### src/rtl/lcd_pkg.sv
// ---------------------------------------------------------------------------
// lcd_pkg
// Shared definitions for the front-panel character LCD write path:
//   - lcd_state_t   : sequencer state encoding
//   - INIT_ROM      : HD44780 init bytes (function set, display on,
//                     entry mode, clear display)
//   - CLEAR_CMD     : clear-display command, which needs an extra wait
//   - LCD_INIT/REF  : mode encoding shared with main_controller
// ---------------------------------------------------------------------------
package lcd_pkg;

   typedef enum logic [2:0] {
      ST_PWR   = 3'd0,
      ST_IDLE  = 3'd1,
      ST_SETUP = 3'd2,
      ST_PULSE = 3'd3,
      ST_HOLD  = 3'd4,
      ST_WAIT  = 3'd5,
      ST_NEXT  = 3'd6,
      ST_DONE  = 3'd7
   } lcd_state_t;

   localparam logic LCD_INIT = 1'b1;
   localparam logic LCD_REF  = 1'b0;

   localparam logic [7:0] CLEAR_CMD  = 8'h01;
   localparam logic [7:0] BLANK_CHAR = 8'h20;

   localparam logic [7:0] INIT_ROM [0:3] = '{8'h38, 8'h0C, 8'h06, 8'h01};

   // Init constant for byte position idx
   function automatic logic [7:0] init_rom_byte(input logic [1:0] idx);
      return INIT_ROM[idx];
   endfunction

endpackage

### src/rtl/lcd_byte_mux.sv
// ---------------------------------------------------------------------------
// lcd_byte_mux
// Combinational selection of the byte to place on the LCD bus for byte
// index idx, driven from the controls latched at transfer start.
// Ports:
//   db_sel     in   0 = address byte, 1 = ROM/data byte
//   data_sel   in   1 = take byte from data_word
//   mode       in   LCD_INIT = init ROM, LCD_REF = blank fill
//   addr_byte  in   DDRAM address command
//   data_word  in   four characters, byte 0 in bits [31:24]
//   idx        in   byte index 0..3
//   byte_out   out  selected byte
// ---------------------------------------------------------------------------
module lcd_byte_mux
   import lcd_pkg::*;
(
   input  logic        db_sel,
   input  logic        data_sel,
   input  logic        mode,
   input  logic [7:0]  addr_byte,
   input  logic [31:0] data_word,
   input  logic [1:0]  idx,
   output logic [7:0]  byte_out
);

   // Priority select: address, then data word, then init ROM, else blank
   always_comb begin
      byte_out = BLANK_CHAR;
      if (!db_sel) begin
         byte_out = addr_byte;
      end else if (data_sel) begin
         case (idx)
            2'd0:    byte_out = data_word[31:24];
            2'd1:    byte_out = data_word[23:16];
            2'd2:    byte_out = data_word[15:8];
            2'd3:    byte_out = data_word[7:0];
            default: byte_out = BLANK_CHAR;
         endcase
      end else if (mode == LCD_INIT) begin
         byte_out = init_rom_byte(idx);
      end else begin
         byte_out = BLANK_CHAR;
      end
   end

endmodule

### src/rtl/lcd_bus_sequencer.sv
// ---------------------------------------------------------------------------
// lcd_bus_sequencer
// Byte-level write engine for the HD44780 panel. After a power-on wait,
// each falling edge of lcd_enable (seen while idle) sends 1..4 bytes, each
// as SETUP / E-PULSE / HOLD phases of one 1 ms tick, with an extra wait
// after a clear-display byte, then pulses lcd_finish.
// Ports:
//   clk_1ms     in   1 kHz clock
//   reset       in   asynchronous active-high reset
//   lcd_enable  in   active-low run request (falling edge starts)
//   lcd_cnt     in   byte count minus one
//   mode        in   LCD_INIT / LCD_REF
//   DB_sel      in   0 = address byte, 1 = ROM/data byte
//   data_sel    in   1 = bytes from data_word
//   reg_sel     in   RS level for the whole transfer
//   addr_byte   in   DDRAM address command
//   data_word   in   four characters, MSB byte first
//   lcd_finish  out  one-cycle completion pulse
//   LCD_E/RS/RW out  LCD control pins (RW tied low)
//   LCD_DB      out  LCD data bus
// ---------------------------------------------------------------------------
module lcd_bus_sequencer
   import lcd_pkg::*;
#(
   parameter int POWERON_MS    = 40,
   parameter int CLEAR_WAIT_MS = 2
)
(
   input  logic        clk_1ms,
   input  logic        reset,
   input  logic        lcd_enable,
   input  logic [1:0]  lcd_cnt,
   input  logic        mode,
   input  logic        DB_sel,
   input  logic        data_sel,
   input  logic        reg_sel,
   input  logic [7:0]  addr_byte,
   input  logic [31:0] data_word,
   output logic        lcd_finish,
   output logic        LCD_E,
   output logic        LCD_RS,
   output logic        LCD_RW,
   output logic [7:0]  LCD_DB
);

   localparam logic [5:0] PWR_LOAD   = 6'(POWERON_MS - 1);
   localparam logic [5:0] CLEAR_LOAD = 6'(CLEAR_WAIT_MS - 1);

   lcd_state_t  state_r;
   logic [5:0]  timer_r;
   logic [1:0]  idx_r;
   logic        en_q;
   logic        start_r;

   logic [1:0]  cnt_r;
   logic        mode_r;
   logic        db_sel_r;
   logic        data_sel_r;
   logic        reg_sel_r;
   logic [7:0]  addr_r;
   logic [31:0] data_r;

   logic        start_s;
   logic [1:0]  idx_sel_s;
   logic [7:0]  byte_s;

   assign LCD_RW  = 1'b0;
   assign start_s = en_q & ~lcd_enable & (state_r == ST_IDLE);

   // In NEXT the bus is reloaded with the following byte, so look one ahead
   always_comb begin
      idx_sel_s = idx_r;
      if (state_r == ST_NEXT) begin
         idx_sel_s = idx_r + 2'd1;
      end else begin
         idx_sel_s = idx_r;
      end
   end

   lcd_byte_mux u_byte_mux (
      .db_sel    (db_sel_r),
      .data_sel  (data_sel_r),
      .mode      (mode_r),
      .addr_byte (addr_r),
      .data_word (data_r),
      .idx       (idx_sel_s),
      .byte_out  (byte_s)
   );

   // Start detection, control latching, phase sequencing and pin drive
   always_ff @(posedge clk_1ms or posedge reset) begin
      if (reset) begin
         state_r    <= ST_PWR;
         timer_r    <= PWR_LOAD;
         idx_r      <= 2'd0;
         en_q       <= 1'b0;
         start_r    <= 1'b0;
         cnt_r      <= 2'd0;
         mode_r     <= 1'b0;
         db_sel_r   <= 1'b0;
         data_sel_r <= 1'b0;
         reg_sel_r  <= 1'b0;
         addr_r     <= 8'h00;
         data_r     <= 32'h0000_0000;
         lcd_finish <= 1'b0;
         LCD_E      <= 1'b0;
         LCD_RS     <= 1'b0;
         LCD_DB     <= 8'h00;
      end else begin
         en_q       <= lcd_enable;
         start_r    <= start_s;
         lcd_finish <= 1'b0;
         case (state_r)
            ST_PWR: begin
               if (timer_r == 6'd0) begin
                  state_r <= ST_IDLE;
               end else begin
                  timer_r <= timer_r - 6'd1;
               end
            end
            ST_IDLE: begin
               // Controls are captured on the start edge itself because
               // main_controller changes mode on the very next cycle.
               if (start_s) begin
                  cnt_r      <= lcd_cnt;
                  mode_r     <= mode;
                  db_sel_r   <= DB_sel;
                  data_sel_r <= data_sel;
                  reg_sel_r  <= reg_sel;
                  addr_r     <= addr_byte;
                  data_r     <= data_word;
                  idx_r      <= 2'd0;
               end else if (start_r) begin
                  state_r <= ST_SETUP;
                  LCD_RS  <= reg_sel_r;
                  LCD_DB  <= byte_s;
               end else begin
                  state_r <= ST_IDLE;
               end
            end
            ST_SETUP: begin
               LCD_E   <= 1'b1;
               state_r <= ST_PULSE;
            end
            ST_PULSE: begin
               LCD_E   <= 1'b0;
               state_r <= ST_HOLD;
            end
            ST_HOLD: begin
               if (LCD_DB == CLEAR_CMD) begin
                  timer_r <= CLEAR_LOAD;
                  state_r <= ST_WAIT;
               end else begin
                  state_r <= ST_NEXT;
               end
            end
            ST_WAIT: begin
               if (timer_r == 6'd0) begin
                  state_r <= ST_NEXT;
               end else begin
                  timer_r <= timer_r - 6'd1;
               end
            end
            ST_NEXT: begin
               if (idx_r == cnt_r) begin
                  lcd_finish <= 1'b1;
                  state_r    <= ST_DONE;
               end else begin
                  idx_r   <= idx_r + 2'd1;
                  LCD_DB  <= byte_s;
                  state_r <= ST_SETUP;
               end
            end
            ST_DONE: begin
               idx_r   <= 2'd0;
               state_r <= ST_IDLE;
            end
            default: begin
               LCD_E   <= 1'b0;
               timer_r <= PWR_LOAD;
               state_r <= ST_PWR;
            end
         endcase
      end
   end

endmodule

### config.mk
export PLATFORM = sky130hd
export DESIGN_NAME = lcd_bus_sequencer
export DESIGN_NICKNAME = d
export VERILOG_FILES = /design/src/rtl/lcd_pkg.sv /design/src/rtl/lcd_byte_mux.sv /design/src/rtl/lcd_bus_sequencer.sv
export SDC_FILE = /design/constraint.sdc
export NUM_CORES = 1
export LEC_CHECK = 0
export ABC_AREA = 1
export CAP_MARGIN = 15
export CORE_MARGIN = 2
export CORE_UTILIZATION = 48
export DETAILED_ROUTE_END_ITERATION = 7
export PLACE_DENSITY = 0.84
export SLEW_MARGIN = 20
export SYNTH_ARGS = -nofsm -noshare
export SYNTH_HDL_FRONTEND = slang
export SYNTH_HIERARCHICAL = 1
export SYNTH_SLANG_ARGS = --single-unit
### constraint.sdc
create_clock -name clk_1ms -period 2.18 [get_ports clk_1ms]
set_clock_uncertainty 0.15 [all_clocks]
set_input_delay 0.436 -clock clk_1ms [delete_from_list [all_inputs] [get_ports clk_1ms]]
set_output_delay 0.436 -clock clk_1ms [all_outputs]
set_load 0.02 [all_outputs]
* Yosys cells after proc, flatten, opt, wreduce, memory -nomap -nowiden *
Index checks and enable logic that the tools add are counted.

operators by class
  add/sub/neg operators = 2
  order comparisons = 1
  eq/ne operators = 20
  mux-type cells = 28
  bitwise operators = 5
  reduce and logical (&&, ||, !) cells = 14

operator list
  cell                                                 count
  two-way mux 8 bit                                    8
  one-hot mux 8 bit (4 select lines)                   1
  one-hot mux 3 bit (8 select lines)                   1
  binary-select mux 8 bit (select 2 bit)               1
  != test 2 bit, second input constant                 8
  one-hot mux 8 bit (2 select lines)                   1
  equality test 3 bit, second input constant           4
  two-way mux 3 bit                                    4
  two-way mux 6 bit                                    2
  one-hot mux 6 bit (2 select lines)                   1
  AND reduction 3 bit                                  4
  two-way mux 2 bit                                    5
  equality test 8 x 1 -> 1 bit, second input constant  1
  equality test 3 x 2 -> 1 bit, second input constant  2
  logical NOT 6 bit                                    1
  one-hot mux 2 bit (3 select lines)                   1
  nonzero test 2 bit                                   3
  subtractor 6 x 1 -> 6 bit, second input constant     1
  equality test 2 bit, second input constant           2
  AND reduction 4 bit                                  1
  equality test 3 x 1 -> 1 bit, second input constant  1
  >= comparator 3 bit, second input constant           1
  logical NOT 3 bit                                    1
  inverter 2 -> 3 bit                                  1
  other kinds (11)                                     14

word-level totals
  bits in registers = 70
  bits of input ports = 49
  output and inout bits = 12
  logic and storage cells = 86

* Depth between registers and ports, before layout *
Gate-level depths: netlist of the first run.

  depth in word-level cells = 12
  depth in mapped cells = 14
  gate-level depth less buffers = 13

* Hierarchy *
Netlist of the first run, hierarchy kept.

modules (own cells, without submodules)
  module             instances  cells an instance  area an instance (sq um)  sequential area each (sq um)
  lcd_bus_sequencer  1          360                3039.2                    1756.7
  lcd_byte_mux       1          104                481.7                     0.0

* Worst setup path after synthesis of the first run *
OpenSTA, ideal clock, no wires.

  path type = reg2reg
  from = reg state_r[2]
  to = reg LCD_DB[5]
  library setup time = 0.117 ns
  data arrival time = 1.879 ns
  data required time = 1.913 ns
  setup slack = 0.034 ns
  stages on the path, launching flop included = 14
  buffers on the path = 1
  clock period less this slack = 2.146 ns
  cell sequence = dfrtp_1 > nand2_1 > nor2_4 > ha_1 > inv_1 > inv_1 > ha_1 > inv_2 > buf_6 > nand2_1 > a21oi_1 > a21oi_2 > nand3_1 > nand2_1

between the ends
  cells in the longest elaborated chain, start to end = 12
  elaborated cells between the ends (all ways) = 25
  classes of those cells = eq/ne: 8; mux: 12; bitwise: 2; reduce/logical: 3

RTL lines
  what                                                   line                      source
  start: declaration                                     lcd_bus_sequencer.sv:49   lcd_state_t state_r;
  start signal: assignment                               lcd_bus_sequencer.sv:93   state_r <= ST_PWR;
  start signal: assignment                               lcd_bus_sequencer.sv:116  state_r <= ST_IDLE;
  start signal: assignment                               lcd_bus_sequencer.sv:134  state_r <= ST_SETUP;
  equality test 3 bit *                                  lcd_bus_sequencer.sv:73   if (state_r == ST_NEXT) begin
  two-way mux 2 bit *                                    lcd_bus_sequencer.sv:73
  via idx_sel_s[0]                                       lcd_bus_sequencer.sv:64   logic [1:0] idx_sel_s;
  inverter 2 -> 3 bit (not written as such)              lcd_pkg.sv:33             return INIT_ROM[idx];
  binary-select mux 8 bit (select 2 bit)                 lcd_pkg.sv:33
  two-way mux 8 bit (not written as such) (2 in series)  lcd_pkg.sv:33
  two-way mux 8 bit                                      lcd_byte_mux.sv:39        end else if (mode == LCD_INIT) begin
  two-way mux 8 bit *                                    lcd_byte_mux.sv:31        end else if (data_sel) begin
  two-way mux 8 bit *                                    lcd_byte_mux.sv:29        if (!db_sel) begin
  via byte_s[5]                                          lcd_bus_sequencer.sv:65   logic [7:0] byte_s;
  two-way mux 8 bit                                      lcd_bus_sequencer.sv:133  end else if (start_r) begin
  two-way mux 8 bit                                      lcd_bus_sequencer.sv:124  if (start_s) begin
  one-hot mux 8 bit (2 select lines) *                   lcd_bus_sequencer.sv:113  case (state_r)
  end signal: assignment                                 lcd_bus_sequencer.sv:136  LCD_DB <= byte_s;
  end signal: assignment                                 lcd_bus_sequencer.sv:170  LCD_DB <= byte_s;
  end: declaration                                       lcd_bus_sequencer.sv:43   output logic [7:0] LCD_DB

The timed path passes the listed nets; every way through them passes the cells marked *. The select of a mux whose other input is x is not followed.
A chain may end at the register's enable or synchronous reset.

* Final worst setup path of the first run *
  from = reg idx_r[1]
  to = reg LCD_DB[1]

between the ends
  cells in the longest elaborated chain, start to end = 12
  elaborated cells between the ends (all ways) = 21
  classes of those cells = add/sub: 1; eq/ne: 5; mux: 12; bitwise: 1; reduce/logical: 2

RTL lines
  what                                                   line                      source
  start: declaration                                     lcd_bus_sequencer.sv:51   logic [1:0] idx_r;
  start signal: assignment                               lcd_bus_sequencer.sv:169  idx_r <= idx_r + 2'd1;
  adder 2 x 1 -> 2 bit                                   lcd_bus_sequencer.sv:74   idx_sel_s = idx_r + 2'd1;
  two-way mux 2 bit *                                    lcd_bus_sequencer.sv:73
  via idx_sel_s[1]                                       lcd_bus_sequencer.sv:64
  inverter 2 -> 3 bit (not written as such)              lcd_pkg.sv:33
  binary-select mux 8 bit (select 2 bit)                 lcd_pkg.sv:33
  two-way mux 8 bit (not written as such) (2 in series)  lcd_pkg.sv:33
  two-way mux 8 bit                                      lcd_byte_mux.sv:39
  two-way mux 8 bit *                                    lcd_byte_mux.sv:31
  two-way mux 8 bit *                                    lcd_byte_mux.sv:29
  via byte_s[1]                                          lcd_bus_sequencer.sv:65
  two-way mux 8 bit                                      lcd_bus_sequencer.sv:133
  two-way mux 8 bit                                      lcd_bus_sequencer.sv:124
  one-hot mux 8 bit (2 select lines) *                   lcd_bus_sequencer.sv:113

Marked as above.

==> results of run 1 <==
==> synthesized netlist by cell type <==
| master | number |
|---|---|
| sky130_fd_sc_hd__nand3_1 | 24 |
| sky130_fd_sc_hd__dfrtp_1 | 66 |
| sky130_fd_sc_hd__buf_6 | 3 |
| sky130_fd_sc_hd__o2111ai_1 | 1 |
| sky130_fd_sc_hd__buf_4 | 3 |
| sky130_fd_sc_hd__nand2_2 | 6 |
| sky130_fd_sc_hd__o21ai_1 | 5 |
| sky130_fd_sc_hd__nor2_4 | 3 |
| sky130_fd_sc_hd__nor2_1 | 33 |
| sky130_fd_sc_hd__nand2_1 | 228 |
| sky130_fd_sc_hd__a21oi_2 | 1 |
| sky130_fd_sc_hd__nor2_8 | 1 |
| sky130_fd_sc_hd__xnor2_1 | 2 |
| sky130_fd_sc_hd__ha_1 | 7 |
| sky130_fd_sc_hd__o21ai_2 | 1 |
| sky130_fd_sc_hd__and2_0 | 1 |
| sky130_fd_sc_hd__inv_2 | 5 |
| sky130_fd_sc_hd__nand4_1 | 1 |
| sky130_fd_sc_hd__xor2_1 | 3 |
| sky130_fd_sc_hd__inv_1 | 25 |
| sky130_fd_sc_hd__buf_2 | 11 |
| sky130_fd_sc_hd__nor2_2 | 3 |
| sky130_fd_sc_hd__a21oi_1 | 15 |
| sky130_fd_sc_hd__o22ai_1 | 1 |
| sky130_fd_sc_hd__conb_1 | 1 |
| sky130_fd_sc_hd__o21ai_0 | 10 |
| sky130_fd_sc_hd__dfstp_2 | 4 |
==> cells by family after synthesis <==
logic type / after synthesis
AOI/OAI and AO/OA: 34
xor gates and xnor gates: 5
adders and majority gates: 7
buffers and inverters: 47
DFF: 70
other: 1
and+or+nand+nor: 300
==> cell usage in the layout (no fill, tap or decap), types with 2 or more instances in the layout <==
cell type	instances
sky130_fd_sc_hd__buf_4	12
sky130_fd_sc_hd__a21oi_1	15
sky130_fd_sc_hd__nor2_2	4
sky130_fd_sc_hd__inv_2	6
sky130_fd_sc_hd__ha_1	4
sky130_fd_sc_hd__dfrtp_1	66
sky130_fd_sc_hd__o21ai_0	9
sky130_fd_sc_hd__dfstp_2	4
sky130_fd_sc_hd__nor2_1	32
sky130_fd_sc_hd__inv_4	2
sky130_fd_sc_hd__clkinv_2	2
sky130_fd_sc_hd__xnor2_1	2
sky130_fd_sc_hd__clkbuf_8	9
sky130_fd_sc_hd__o21ai_2	2
sky130_fd_sc_hd__o21ai_1	5
sky130_fd_sc_hd__nand2_1	227
sky130_fd_sc_hd__inv_1	21
sky130_fd_sc_hd__nand2_2	7
sky130_fd_sc_hd__nor2_4	3
sky130_fd_sc_hd__xor2_1	3
sky130_fd_sc_hd__clkdlybuf4s50_1	59
sky130_fd_sc_hd__clkinvlp_4	4
sky130_fd_sc_hd__nand3_1	24
sky130_fd_sc_hd__ha_4	2
sky130_fd_sc_hd__buf_12	3
==> area by class of cell <==
| type | instances | area [sq um] | area share, % |
|---|---|---|---|
| clock buffers | 9 | 124 | 2.74 |
| inverters | 30 | 121 | 2.68 |
| repair buffers | 74 | 741 | 16.4 |
| multi-input cells | 347 | 1580 | 34.9 |
| repair inverters | 1 | 7.51 | 0.166 |
| well taps | 99 | 124 | 2.74 |
| flip-flops and latches | 70 | 1760 | 38.8 |
| clock inverters | 7 | 72.6 | 1.60 |
==> worst max-delay path, cell delays in order, from the launching register on <==
cell and delay, ps:
sky130_fd_sc_hd__dfrtp_1 420, sky130_fd_sc_hd__inv_1 140, sky130_fd_sc_hd__nand2_1 90, sky130_fd_sc_hd__nand3_1 140
sky130_fd_sc_hd__o21ai_2 100, sky130_fd_sc_hd__buf_4 150, sky130_fd_sc_hd__ha_1 170, sky130_fd_sc_hd__buf_4 160
sky130_fd_sc_hd__nand2_1 70, sky130_fd_sc_hd__nand2_1 50, sky130_fd_sc_hd__o21ai_1 120, sky130_fd_sc_hd__a21oi_1 110
sky130_fd_sc_hd__nand3_1 110, sky130_fd_sc_hd__nand2_1 60
==> metal layers <==
metal	share of wire, %	global-route usage, %
met5	0	0
met4	2.3	10.0
met3	5.4	5.30
met2	51	38.7
met1	41	26.4
==> state kept, by name (all words and copies together), names as in the netlist, 2 cells and up <==
register / cells
cnt_r: 2
LCD_DB: 8
timer_r: 6
addr_r: 8
idx_r: 2
data_r: 32
state_r: 3
==> per-stage QoR <==
| stage | cells | setup slack, ps | utilization [%] |
|---|---|---|---|
| after global routing | 637 | -79.9 | 63.0 |
| after CTS | 634 | 8.36 | 62.2 |
| final | 637 | 40.9 | 63.0 |
| after floorplan | 464 | 33.6 | - |
| after global placement | 617 | 44.3 | 59.3 |
| after detailed placement | 617 | -36.2 | 59.3 |
==> power by group <==
part / internal [mW] / switching (mW) / total (mW)
registers: 1.89 / 0.410 / 2.30
logic: 0.990 / 1.47 / 2.46
clock network: 0.529 / 0.505 / 1.03
total: 3.41 / 2.39 / 5.80
==> repair_timing <==
item	CTS	global route
setup buffers	0	3
hold endpoints to repair	0	0
hold buffers	0	0
setup endpoints to repair	5	8
resized for setup	3	11
cloned	1	0
pin swaps	0	3
==> path summary, 6_finish.rpt <==
kind | from | end | slack (ps)
worst max-delay path | idx_r[1] | LCD_DB[1] | 40
worst min-delay path | reset | lcd_finish | 270
worst max register to register | idx_r[1] | LCD_DB[1] | 40
worst min register to register | LCD_E | LCD_E | 330
max in group asynchronous | reset | data_r[18] | 1110
min in group clk_1ms | LCD_E | LCD_E | 330
==> qor.csv, run 1 <==
metric,value,unit
synthesis-to-layout area growth,28.5,%
total wire length after detailed routing,8120,um
sequential cell area fraction in the yosys report,49.9,%
CTS sink count,70,
Die Ht,89.6,um
leakage component of the power,2.27,nW
cts bufs inserted,9,
"Data arrival, critical path",2230,ps
outcome,completed,
Clock Latency Late Sink,350,ps
element type at the critical path end,register,
Yosys cell types,27,
hold slack final,270,ps
initial core utilization,49.1,%
critical path class,register to register,
via density per instance,5.02,
half-perimeter wire length after placement,5960,um
Ports,61,
placeable core region,7180,sq um
post-synthesis share of cell area spent on xor and xnor gates,1.24,%
TritonCTS clock tree,yes,
post-route setup TNS,0,ps
maximum number of pins on one net before global-route repair,38,
worst voltage drop across the vdd grid,0.484,mV
synthesized area per cell,7.59,sq um
DRC,0,
wire length of the first global-routing pass,13600,um
final setup fails,0,
startpoint types,register,
final slew viol count,0,
CTS clock-pin slew for the worst setup and hold paths,80,ps
vias in the first global route,3075,
WL per Instance,12.7,um
peak clock frequency supported by timing,467,MHz
max-cap viol count,0,
crit share post-route,98.1,%
Register-to-Register Path Depth,13,
number of synthesized register bits,70,
adder-cell share of the synthesized area,2.49,%
number of instances in the synthesized netlist,464,
top-area cell type share of the netlist area,46.9,%
fraction of synthesized area in multiplexers,0,%
clock buffer depth,2,
number of H-tree levels,3,
number of buffers added on ports,59,
total vias in the final route,3198,
final net count,589,
PD cells,1280,nW/um^2
largest fanout on the critical path,9,
remaining global-route overflow,0,
Required @ worst endpoint,2270,ps
number of core rows,31,
number of antenna violations at the first check in global routing,0,
Hold Crit Class,input pin to asynchronous set/reset pin,
largest cells by area after synthesis,"sky130_fd_sc_hd__dfrtp_1 47%, sky130_fd_sc_hd__nand2_1 24%, sky130_fd_sc_hd__nor2_1 3.5%",
layout cells sized above 1,12.3,%
first-pass iteration count of the detailed router,5,
fraction of the mapped netlist area in simple logic gates,34.7,%
count of warnings emitted by yosys,6,
count of antenna-violating nets left after detailed routing,0,
cell area after layout,4520,sq um
die area,8040,sq um
Antenna Cells,0,
routability cong.,0.891,
hold violation count in the final report,0,
Die Wd,89.6,um
min Tclk post-route,2140,ps
compound-cell area share of the yosys netlist,5.19,%
total power,5.80,mW
fillcell total,587,
netlist area before placement,3520,sq um
post-synthesis net count,520,
post-synth top area cell,sky130_fd_sc_hd__dfrtp_1,
area post-placement,4260,sq um
largest family of logic cells by synthesized area,simple AND/OR/NAND/NOR gates,
total routing resource utilization after global routing,22.4,%
root cell of the clock tree,sky130_fd_sc_hd__clkbuf_8,
Iteration-0 DRC Markers,221,
No activity file was read; power rests on OpenSTA's default activity.
==> run 2: changes to the inputs <==
- ABC_AREA: 1 -> unset
- PLACE_DENSITY: 0.84 -> 0.85
- SLEW_MARGIN: 20 -> unset
==> qor.csv, run 2 <==
metric,value,unit,change
layout cells sized above 1,35.4,%,+23 points
critical path class,register to register,,
number of stages on the worst hold path,1,,
netlist area before placement,3450,sq um,-2.1%
Final Worst Setup Slack,-509,ps,-549 ps
number of synthesized register bits,70,,unchanged
worst voltage drop across the vdd grid,0.991,mV,+100%
Iteration-0 DRC Markers,233,,+5.4%
"leading cell types in the layout, fill and taps excluded","66 x sky130_fd_sc_hd__dfrtp_1, 59 x sky130_fd_sc_hd__clkdlybuf4s50_1, 43 x sky130_fd_sc_hd__mux2_2",,
share of flip-flops with an asynchronous set or reset after synthesis,100,%,unchanged
largest cells by area after synthesis,"sky130_fd_sc_hd__dfrtp_1 48%, sky130_fd_sc_hd__mux2_2 16%, sky130_fd_sc_hd__mux2_4 3.9%",,
hold violation count in the final report,0,,unchanged
leakage component of the power,2.03,nW,-10%
Ports,61,,unchanged
vias in the first global route,2642,,-14%
switching component of the power,2.18,mW,-8.6%
outcome,"complete, but fails checks",,
top-area cell type share of the netlist area,47.9,%,+0.99 points
synthesis-to-layout area growth,35.4,%,
Register-to-Register Path Depth,11,,-2
Required @ worst endpoint,2250,ps,-20 ps
placeable core region,6870,sq um,-4.3%
number of buffers added on ports,59,,unchanged
CTS clock-pin slew for the worst setup and hold paths,70,ps,about the same
number of H-tree levels,3,,unchanged
die area,7880,sq um,-2.0%
count of warnings emitted by yosys,6,,unchanged
clock buffer depth,2,,unchanged
total wire length after detailed routing,7900,um,-2.7%
peak clock frequency supported by timing,372,MHz,-20%
TritonCTS clock tree,yes,,
synthesized area per cell,12.4,sq um,+63%
Die Ht,88.8,um,-0.99%
Internal Dissipation,3.98,mW,+17%
failing checks,setup timing,,
cts hold-fix bufs,0,,unchanged
Antenna Cells,0,,unchanged
post-route setup TNS,-3690,ps,-3690 ps
Net Sw Frac,35.4,%,-5.8 points
post-synthesis net count,334,,-36%
total routing resource utilization after global routing,22.4,%,+0.059 points
Die Wd,88.8,um,-0.99%
most common library cells after synthesis,"66 x sky130_fd_sc_hd__dfrtp_1, 49 x sky130_fd_sc_hd__mux2_2, 17 x sky130_fd_sc_hd__nor2b_1",,
Flop pwr share,38.9,%,-0.8 points
top-count cell post-synth,sky130_fd_sc_hd__dfrtp_1,,
Yosys cell types,44,,+63%
cts bufs inserted,9,,unchanged
unrepaired setup endpoints after global routing,yes,,
total power,6.16,mW,+6.3%
first-pass iteration count of the detailed router,6,,+1
post-synth top area cell,sky130_fd_sc_hd__dfrtp_1,,
most frequent standard cell in the layout excluding fill and tap cells,sky130_fd_sc_hd__dfrtp_1,,
half-perimeter wire length after placement,5370,um,-9.9%
remaining global-route overflow,0,,unchanged
wire length of the first global-routing pass,13200,um,-2.6%
largest fanout on the critical path,7,,-2
final net count,418,,-29%
number of enable flip-flop cells after synthesis,0,,unchanged
WL per Instance,17.1,um,+34%
share of power burned in the clock network,17.3,%,-0.5 points
max-cap viol count,0,,unchanged
final slew viol count,0,,unchanged
register with the highest flop count,data_r,,
Hold Crit Class,register to register,,
number of core rows,30,,-3.2%
final setup fails,8,,+8
number of antenna violations at the first check in global routing,0,,unchanged
top flop regs,"data_r x32, LCD_DB x8, addr_r x8",,
startpoint types,register,,
via density per instance,5.44,,+8.3%
count of antenna-violating nets left after detailed routing,0,,unchanged
CTS sink count,70,,unchanged
crit share post-route,123,%,+25 points
routability cong.,0.897,,+0.59%
initial core utilization,50.2,%,+1.1 points
DRC,0,,unchanged
number of instances in the synthesized netlist,278,,-40%
power share of the combinational group,43.9,%,+1.4 points
"Data arrival, critical path",2760,ps,+530 ps
min Tclk post-route,2690,ps,+549 ps
element type at the critical path end,register,,
maximum number of pins on one net before global-route repair,71,,+87%
root cell of the clock tree,sky130_fd_sc_hd__clkbuf_8,,
Clock Latency Late Sink,350,ps,about the same
sequential cell area fraction in the yosys report,50.9,%,+1.1 points
PD cells,1320,nW/um^2,+3.0%
"flip-flop count of the largest register, all copies and words added",32,,unchanged
total vias in the final route,2517,,-21%
commonest register cell after synthesis,sky130_fd_sc_hd__dfrtp_1,,
run 2: cell types whose count changed after synthesis, moves of 9 or more:
cell	previous run	this run
sky130_fd_sc_hd__inv_1	25	15
sky130_fd_sc_hd__mux2_2	0	49
sky130_fd_sc_hd__mux2_4	0	9
sky130_fd_sc_hd__nand2_1	228	11
sky130_fd_sc_hd__nand3_1	24	1
sky130_fd_sc_hd__nor2_1	33	5
sky130_fd_sc_hd__nor2b_1	0	17
run 2: cell type report:
cell class / count / area, sq um
clock buffer: 11 / 141
clock inverter: 5 / 58.8
fill: 480 / 2200
inverter: 16 / 73.8
multi-input combinational: 176 / 1660
sequential: 70 / 1760
tap: 96 / 120
timing repair buffer: 89 / 861
run 2: timing repair:
item,CTS,global route
pin swaps,14,5
gates cloned,0,0
setup endpoints to repair,8,8
gates resized for setup,21,6
setup buffers,5,2
run 2: cell families after synthesis:
| family | count (synthesis) | share of synthesized area (%) |
|---|---|---|
| DFF | 70 | 50.9 |
| adders and majority gates | 7 | 2.54 |
| other | 1 | 0.109 |
| xor gates and xnor gates | 7 | 1.78 |
| muxes | 60 | 20.5 |
| buffers and inverters | 32 | 4.68 |
| and+or+nand+nor | 53 | 8.53 |
| AOI/OAI and AO/OA | 48 | 10.9 |
run 2: per-layer routing:
| layer | part of all wire [%] | GRT usage [%] | up-vias |
|---|---|---|---|
| li1 | - | - | 1166 |
| met1 | 45 | 30.2 | 1245 |
| met2 | 48 | 35.3 | 97 |
| met3 | 5.9 | 5.78 | 9 |
| met4 | 1.1 | 7.71 | 0 |
| met5 | 0 | 0 | - |
run 2: power groups by stage:
stage          logic (mW)  clock network, mW  registers, mW
2_1_floorplan        1.70                  0           2.33
3_3_place_gp         2.37                  0           2.38
3_5_place_dp         2.46                  0           2.40
4_1_cts              2.61               1.07           2.39
5_1_grt              2.92               1.14           2.47
6_report             2.70               1.06           2.40
run 2: through the flow:
stage	instance area (sq um)	util [%]	instances	hold slack, ps	setup slack [ps]
after floorplan	3480	-	278	317	-294
after global placement	4300	62.5	440	333	-392
after detailed placement	4300	62.5	440	338	-610
after CTS	4630	67.4	461	355	-487
after global routing	4670	68.0	463	371	-639
final	4670	68.0	463	350	-509
run 2: final timing paths:
| kind | from | end | slack [ps] |
|---|---|---|---|
| min in group asynchronous | reset | data_r[6] | 380 |
| max in group asynchronous | reset | timer_r[1] | 1140 |
| hold reg to reg | addr_r[5] | addr_r[5] | 350 |
| setup / recovery | state_r[2] | LCD_DB[1] | -510 |
| hold / removal | addr_r[5] | addr_r[5] | 350 |
| setup reg to reg | state_r[2] | LCD_DB[1] | -510 |
run 2: critical path, stage by stage, from the launching register on:
cell,delay [ps]
sky130_fd_sc_hd__dfrtp_1,390
sky130_fd_sc_hd__nor2b_4,130
sky130_fd_sc_hd__nand2_2,100
sky130_fd_sc_hd__inv_4,60
sky130_fd_sc_hd__ha_4,270
sky130_fd_sc_hd__inv_4,40
sky130_fd_sc_hd__buf_4,140
sky130_fd_sc_hd__ha_4,180
sky130_fd_sc_hd__a222oi_1,390
sky130_fd_sc_hd__a211oi_1,140
sky130_fd_sc_hd__a311o_1,310
sky130_fd_sc_hd__mux2_2,260
